[src/rtl/wb_rom_pkg.sv]
// Shared types for the Wishbone ROM arbiter: FSM states and port select.
package wb_rom_pkg;

  typedef enum logic [1:0] {
    StIdle,
    StAddr,
    StData,
    StAck
  } state_e;

  typedef enum logic {
    PORT_I = 1'b0,
    PORT_D = 1'b1
  } port_e;

endpackage

[src/rtl/rr_arbiter2.sv]
// Two-way round-robin arbiter: one-hot grant when enabled, ties go to the port not granted last.
module rr_arbiter2
  import wb_rom_pkg::*;
(
  input  logic       clk_i,
  input  logic       rst_i,
  input  logic [1:0] req_i,
  input  logic       en_i,
  output logic [1:0] gnt_o
);

  port_e last_q, last_d;

  always_comb begin
    gnt_o  = 2'b00;
    last_d = last_q;
    if (en_i) begin
      case (req_i)
        2'b01:   gnt_o = 2'b01;
        2'b10:   gnt_o = 2'b10;
        2'b11:   gnt_o = (last_q == PORT_D) ? 2'b01 : 2'b10;
        default: gnt_o = 2'b00;
      endcase
    end
    if (gnt_o[0]) begin
      last_d = PORT_I;
    end else if (gnt_o[1]) begin
      last_d = PORT_D;
    end
  end

  // Reset to the data port so the instruction port wins the first tie.
  always_ff @(posedge clk_i) begin
    if (rst_i) begin
      last_q <= PORT_D;
    end else begin
      last_q <= last_d;
    end
  end

endmodule

[src/rtl/wb_rom_arbiter.sv]
// Shares one external synchronous ROM between Wishbone classic instruction and data ports.
module wb_rom_arbiter
  import wb_rom_pkg::*;
#(
  parameter int unsigned DATA_WIDTH = 32,
  parameter int unsigned ADDR_WIDTH = 10,
  parameter logic [15:0] CONT_MAX   = 16'hFFFF
) (
  input  logic                  clk,
  input  logic                  rst,
  input  logic                  i_cyc_i,
  input  logic                  i_stb_i,
  input  logic                  i_we_i,
  input  logic [ADDR_WIDTH-1:0] i_adr_i,
  output logic [DATA_WIDTH-1:0] i_dat_o,
  output logic                  i_ack_o,
  output logic                  i_err_o,
  input  logic                  d_cyc_i,
  input  logic                  d_stb_i,
  input  logic                  d_we_i,
  input  logic [ADDR_WIDTH-1:0] d_adr_i,
  output logic [DATA_WIDTH-1:0] d_dat_o,
  output logic                  d_ack_o,
  output logic                  d_err_o,
  output logic [ADDR_WIDTH-1:0] rom_addr_o,
  input  logic [DATA_WIDTH-1:0] rom_q_i,
  output logic [15:0]           contention_o
);

  state_e                state_q, state_d;
  port_e                 port_q, port_d;
  logic                  we_q, we_d;
  logic [ADDR_WIDTH-1:0] addr_q, addr_d;
  logic [DATA_WIDTH-1:0] i_dat_q, i_dat_d, d_dat_q, d_dat_d;
  logic [15:0]           cont_q, cont_d;
  logic [1:0]            req, gnt;
  logic                  sel_cyc;

  assign req     = {d_cyc_i & d_stb_i, i_cyc_i & i_stb_i};
  assign sel_cyc = (port_q == PORT_I) ? i_cyc_i : d_cyc_i;

  rr_arbiter2 u_arb (
    .clk_i (clk),
    .rst_i (rst),
    .req_i (req),
    .en_i  (state_q == StIdle),
    .gnt_o (gnt)
  );

  always_comb begin
    state_d = state_q;
    port_d  = port_q;
    we_d    = we_q;
    addr_d  = addr_q;
    i_dat_d = i_dat_q;
    d_dat_d = d_dat_q;
    cont_d  = cont_q;
    unique case (state_q)
      StIdle: begin
        if (req == 2'b11 && cont_q != CONT_MAX) begin
          cont_d = cont_q + 16'd1;
        end
        if (gnt != 2'b00) begin
          port_d = gnt[1] ? PORT_D : PORT_I;
          we_d   = gnt[1] ? d_we_i : i_we_i;
          // Writes are refused, so they never disturb the ROM address.
          if (!we_d) begin
            addr_d  = gnt[1] ? d_adr_i : i_adr_i;
            state_d = StAddr;
          end else begin
            state_d = StAck;
          end
        end
      end
      StAddr: begin
        state_d = sel_cyc ? StData : StIdle;
      end
      StData: begin
        if (!sel_cyc) begin
          state_d = StIdle;
        end else begin
          if (port_q == PORT_I) begin
            i_dat_d = rom_q_i;
          end else begin
            d_dat_d = rom_q_i;
          end
          state_d = StAck;
        end
      end
      StAck: begin
        state_d = StIdle;
      end
      default: state_d = StIdle;
    endcase
  end

  always_ff @(posedge clk) begin
    if (rst) begin
      state_q <= StIdle;
      port_q  <= PORT_I;
      we_q    <= 1'b0;
      addr_q  <= '0;
      i_dat_q <= '0;
      d_dat_q <= '0;
      cont_q  <= '0;
    end else begin
      state_q <= state_d;
      port_q  <= port_d;
      we_q    <= we_d;
      addr_q  <= addr_d;
      i_dat_q <= i_dat_d;
      d_dat_q <= d_dat_d;
      cont_q  <= cont_d;
    end
  end

  always_comb begin
    i_ack_o = (state_q == StAck) && (port_q == PORT_I) && !we_q;
    i_err_o = (state_q == StAck) && (port_q == PORT_I) && we_q;
    d_ack_o = (state_q == StAck) && (port_q == PORT_D) && !we_q;
    d_err_o = (state_q == StAck) && (port_q == PORT_D) && we_q;
  end

  assign i_dat_o      = i_dat_q;
  assign d_dat_o      = d_dat_q;
  assign rom_addr_o   = addr_q;
  assign contention_o = cont_q;

endmodule
[config.mk]
export PLATFORM = sky130hd
export DESIGN_NAME = wb_rom_arbiter
export DESIGN_NICKNAME = d
export VERILOG_FILES = /design/src/rtl/wb_rom_pkg.sv /design/src/rtl/rr_arbiter2.sv /design/src/rtl/wb_rom_arbiter.sv
export SDC_FILE = /design/constraint.sdc
export NUM_CORES = 1
export LEC_CHECK = 0
export CORE_MARGIN = 2
export CORE_UTILIZATION = 43
export CTS_BUF_LIST = sky130_fd_sc_hd__clkbuf_4 sky130_fd_sc_hd__clkbuf_8 sky130_fd_sc_hd__clkbuf_16
export DETAILED_ROUTE_END_ITERATION = 10
export HOLD_SLACK_MARGIN = 0.06
export PLACE_DENSITY = 0.84
export SYNTH_ARGS = -nofsm -noshare
export SYNTH_HDL_FRONTEND = slang
export SYNTH_SLANG_ARGS = --single-unit
[constraint.sdc]
create_clock -name clk -period 2.58 [get_ports clk]
set_clock_uncertainty 0.1 [all_clocks]
set_input_delay 0.387 -clock clk [delete_from_list [all_inputs] [get_ports clk]]
set_output_delay 0.387 -clock clk [all_outputs]
set_load 0.01 [all_outputs]
# Word level (Yosys, flattened, before mapping)
# Cells that the tools add are included.
# word_totals
ff_bits	95
latch_bits	0
ram_bits	0
rom_bits	0
word_cells	50
n_memories	0
# classes
n_addsub	1
n_mul	0
div_mod_pow	0
n_lt_le_gt_ge	0
n_eq_ne	8
n_shift	0
muxes	14
bitwise_logic	4
reduce_logical	15
# op_table
operator	n
$add A16 B1 Y16 const B	1
$ne A16 B16 Y1 const B	1
$mux W2	6
$mux W10	1
$reduce_and A3 Y1	3
$eq A2 B2 Y1 const B	4
$pmux W2 S4	1
$logic_and A1 B1 Y1	7
$pmux W2 S3	1
$mux W1	5
$eq A2 B1 Y1 const B	2
$reduce_and A2 Y1	2
$and A1 B1 Y1	2
$logic_not A2 Y1	1
$ne A2 B2 Y1 const B	1
$not A1 Y1	2
$reduce_bool A2 Y1	1
$logic_not A1 Y1	1

# Longest topological paths before layout
# depth
ltp_word	8
ltp_mapped	6
depth_no_buf	5

# Cells and area by module
# Synthesis repeated with hierarchy kept, for this count alone.
# hier_totals
cells_unflattened	465
area_unflattened_um2	3861.2
# modules_own_cells
mod	n_inst	cells_per_inst	area_per_inst_um2	seq_area_each_um2
wb_rom_arbiter	1	457	3802.4	1881.8
rr_arbiter2	1	8	58.8	20.0

# Worst setup path before layout
# Ideal clock, no wire load.
# synth_path
path_kind	reg-to-reg
start	register cont_q[0] (netlist: contention_o[0])
end	register cont_q[0] (netlist: contention_o[0])
t_arrival_ns	1.822
required_time_ns	2.359
slack_ns	0.537
path_stages_with_launch	6
path_buffers	0
period_less_slack_ns	2.043
path_cell_list	dfxtp_1 ha_1 nand3_1 nor4_2 nor2_1 mux2_2
# synth_via
elab_chain_cells	3
# synth_lines
item	line_no	text
start: declaration	wb_rom_arbiter.sv:35	logic [15:0] cont_q, cont_d;
start signal: assignment	wb_rom_arbiter.sv:113	cont_q <= cont_d;
branches (longest 3 deep; another with $add A16 B1 Y16)	--	
# Several ways; the timed one is not identified.
# A chain may end at the register's enable or synchronous reset.

# Worst setup path after layout
# layout_path
start	register state_q[0]
end	output i_ack_o
# layout_via
elab_chain_cells	3
# layout_lines
item	line_no	text
start: declaration	wb_rom_arbiter.sv:30	state_e state_q, state_d;
start signal: assignment	wb_rom_arbiter.sv:99	state_q <= StIdle;
start signal: assignment	wb_rom_arbiter.sv:107	state_q <= state_d;
$eq A2 B2 Y1	wb_rom_arbiter.sv:118	i_ack_o = (state_q == StAck) && (port_q == PORT_I) && !we_q;
$logic_and A1 B1 Y1 (2 in a row)	wb_rom_arbiter.sv:118	
end: declaration	wb_rom_arbiter.sv:16	output logic i_ack_o,
# No other way between the ends.

==> summary.txt <==
Detailed routing
  – WL/cell: 15.0 um
  – Antenna-violating nets left: 0
  – Via count: 3903
  – Drt initial violations: 165
  – Post-Route WL: 11000 um
  – Drt drc: 0
  – Via density: 5.30
  – Drt first pass iters: 5

Clock tree
  – H-tree depth: 3
  – Skew-Pair Late Insertion Delay: 340 ps
  – Clk pin slew, worst setup/hold paths: 90 ps
  – Clk buf depth: 2
  – CTS resizes: 0
  – TritonCTS Buffers: 9
  – Clock sink count: between 90 and 100
  – CTS Hold Bufs: 0
  – Root Buffer: clkbuf_8
  – TritonCTS clock tree: yes
  – # Post-CTS Setup Buffers: 0

Placement
  – Placer Congestion: 0.900
  – HPWL after detailed placement: 7970 um
  – I/O Buffers: 153
  – Dpl ws: 62.5 ps

Worst setup path
  – Crit path DAT: 1710 ps
  – CP Class: reg2out
  – CP Max Fanout: 9
  – CP endpoint kind: output port
  – Crit path launch type: flip-flop
  – Worst EP required: 2090 ps

Finish
  – Diodes inserted: 0
  – Final net count: just under 700
  – Area added between synthesis and finish: 48.2%
  – Layout fillers: 719
  – Final Util: 65.5%
  – Share of cells above drive strength 1: under 10%

Pwr
  – P_int: 2.10 mW
  – Comb power frac: between 10% and 20%
  – Sw Ratio: 25.1%
  – Clock power share: about a third
  – P_sw: 0.703 mW
  – Register share of total power: 54.9%
  – Static Leak: around 1.9 nW
  – Pwr Density: slightly below 500 nW/um2
  – VDD IR max: between 0.0003 and 0.0004 V

Synthesis
  – Warnings from Yosys: 0
  – Seq/Total Area, Yosys: 49.3%
  – Post-Syn Area: 3860 um2
  – Flops & latches, synth: 95
  – Cells after Synth: 472
  – Post-synthesis net count: around 530
  – Syn avg cell area: 8.17 um2
  – Synth cell types: 46

Global route
  – Congestion Overflow GR: 0
  – Largest net degree at the start of global routing: 41
  – Vias in the first global route: 3683
  – Antenna violations before repair: 0
  – Total Routing Usage GR: ~22%
  – Global-route wire length before repair: 17900 um

Die
  – Starting Density: 44.2%
  – Die width: 98.7 um
  – Core ar.: roughly 8700 um2
  – Die area: slightly below 10000 um2
  – Die Y: 98.7 um
  – Rows: 34
  – Number of I/O pins: 154

STA
  – Worst-Margin Slew: ~730 ps
  – Total Neg Setup Slack: 0 ps
  – Max-slew violations: 0
  – Slew headroom: between 50% and 60%
  – Endpoints failing hold: 0
  – RSZ-0062 raised after global routing: false
  – Fmax: 454 MHz
  – Final worst-path cycle share: between 80% and 90%
  – Final worst setup slack: 379 ps
  – Number of setup violations in the final report: 0
  – Minimum clock period: approximately 2200 ps

Flow run
  – Max Cap Viol: 0

Status
  – Status: finished, final reports clean

Hold path
  – Worst min path class: reg2reg
[routing by layer]
metal | vias up | global-route usage [%] | wire, um
met2 | 162 | 38.4 | 5360
met5 | - | 0 | 0
met4 | 0 | 7.06 | 171
met3 | 16 | 6.31 | 922
met1 | 1795 | 26.8 | 4570
li1 | 1930 | - | -
[sequential cells by signal, summed over array words and instances (netlist names)]
register	cells
contention_o	16
d_dat_o	32
i_dat_o	32
port_q	1
rom_addr_o	10
state_q	2
u_arb.last_q	1
we_q	1
[power groups by stage]
| stage | combinational, mW | sequential [mW] | clock [mW] |
|---|---|---|---|
| after CTS | 0.375 | 1.54 | 0.918 |
| after global placement | 0.366 | 1.57 | 0 |
| after floorplan | 0.143 | 1.58 | 0 |
| final | 0.372 | 1.54 | 0.891 |
| after global routing | 0.405 | 1.55 | 0.974 |
| after detailed placement | 0.373 | 1.57 | 0 |
[cells by family after synthesis]
group	after synthesis	synth area share, %
AO/OA/AOI/OAI	113	18.2
multiplexers	8	2.27
buffers and inverters	39	3.86
flip-flops	95	49.3
AND/OR/NAND/NOR	216	26.0
adder cells (fa/ha/maj)	1	0.324
[per-stage QoR]
stage | hold WS (ps) | area [um2] | total power, mW | cells
detailed placement | 346 | 5540 | 1.95 | 720
floorplan | 360 | 3860 | 1.73 | 472
global route | 378 | 5720 | 2.93 | 736
CTS | 359 | 5720 | 2.83 | 736
finish | 357 | 5720 | 2.80 | 736
global placement | 341 | 5540 | 1.94 | 720
[critical path, stage by stage, from the launching register on]
cell and delay [ps]:
dfxtp_1 520, nand2_1 120, nor3_1 160, clkdlybuf4s50_1 580
[final cells by class]
class | count | area, um2 | area share, %
clock buffers | 12 | 146 | 2.56
repair buffers | 167 | 1640 | 28.8
multi-input cells | 338 | 1810 | 31.7
clock inverters | 4 | 31.3 | 0.547
flip-flops and latches | 95 | 1900 | 33.3
inverters | 12 | 45.0 | 0.788
well taps | 108 | 135 | 2.36
[path summary, 6_finish.rpt]
check                   from               to  slack, ps  cells past startpoint
max               state_q[0]          i_ack_o        380                      3
min              i_dat_o[11]      i_dat_o[11]        360                      2
max reg2reg  contention_o[0]  contention_o[7]        420                      6
min reg2reg      i_dat_o[11]      i_dat_o[11]        360                      2
[cells in the mapped netlist (all sizes together)]
| cell | n | area share [%] |
|---|---|---|
| a2111oi | 1 | 0.71 |
| a211o | 1 | 0.23 |
| a211oi | 1 | 0.19 |
| a21oi | 79 | 10 |
| a22o | 1 | 0.23 |
| a311oi | 1 | 0.23 |
| a31oi | 7 | 1.1 |
| and2 | 1 | 0.16 |
| and2b | 1 | 0.19 |
| and3 | 1 | 0.16 |
| and4 | 3 | 0.68 |
| and4bb | 1 | 0.32 |
| buf | 3 | 0.36 |
| clkbuf | 24 | 2.3 |
| dfxtp | 95 | 49 |
| ha | 1 | 0.32 |
| inv | 12 | 1.2 |
| mux2 | 6 | 1.8 |
| mux2i | 2 | 0.52 |
| nand2 | 139 | 14 |
| nand2b | 5 | 0.81 |
| nand3 | 10 | 1.3 |
| nand4 | 5 | 0.97 |
| nand4bb | 1 | 0.71 |
| nor2 | 16 | 1.6 |
| nor2b | 6 | 0.97 |
| nor3 | 11 | 1.4 |
| nor3b | 1 | 0.19 |
| nor4 | 6 | 1.1 |
| o2111ai | 1 | 0.23 |
| o211ai | 1 | 0.19 |
| o21a | 1 | 0.19 |
| o21ai | 2 | 0.26 |
| o221a | 10 | 2.9 |
| o31a | 1 | 0.23 |
| o31ai | 4 | 0.78 |
| o41ai | 2 | 0.45 |
| or2 | 2 | 0.32 |
| or3 | 1 | 0.16 |
| or4 | 5 | 1.1 |
| or4b | 1 | 0.26 |
[cell usage in the layout, fill, tap and decap left out, types with 2 or more instances in the layout]
master / n
a21oi_1: 79
a31oi_1: 7
and4_1: 3
buf_4: 13
clkbuf_4: 3
clkbuf_8: 9
clkdlybuf4s50_1: 152
clkinvlp_4: 3
dfxtp_1: 95
inv_1: 12
mux2_2: 6
mux2i_1: 2
nand2_1: 138
nand2b_1: 5
nand3_1: 10
nand4_1: 4
nor2_1: 14
nor2_2: 2
nor2b_1: 6
nor3_1: 11
nor4_1: 5
o21ai_0: 2
o221a_2: 10
o31ai_1: 4
o41ai_1: 2
or2_2: 2
or4_1: 4
No activity file was read; power rests on OpenSTA's default activity.
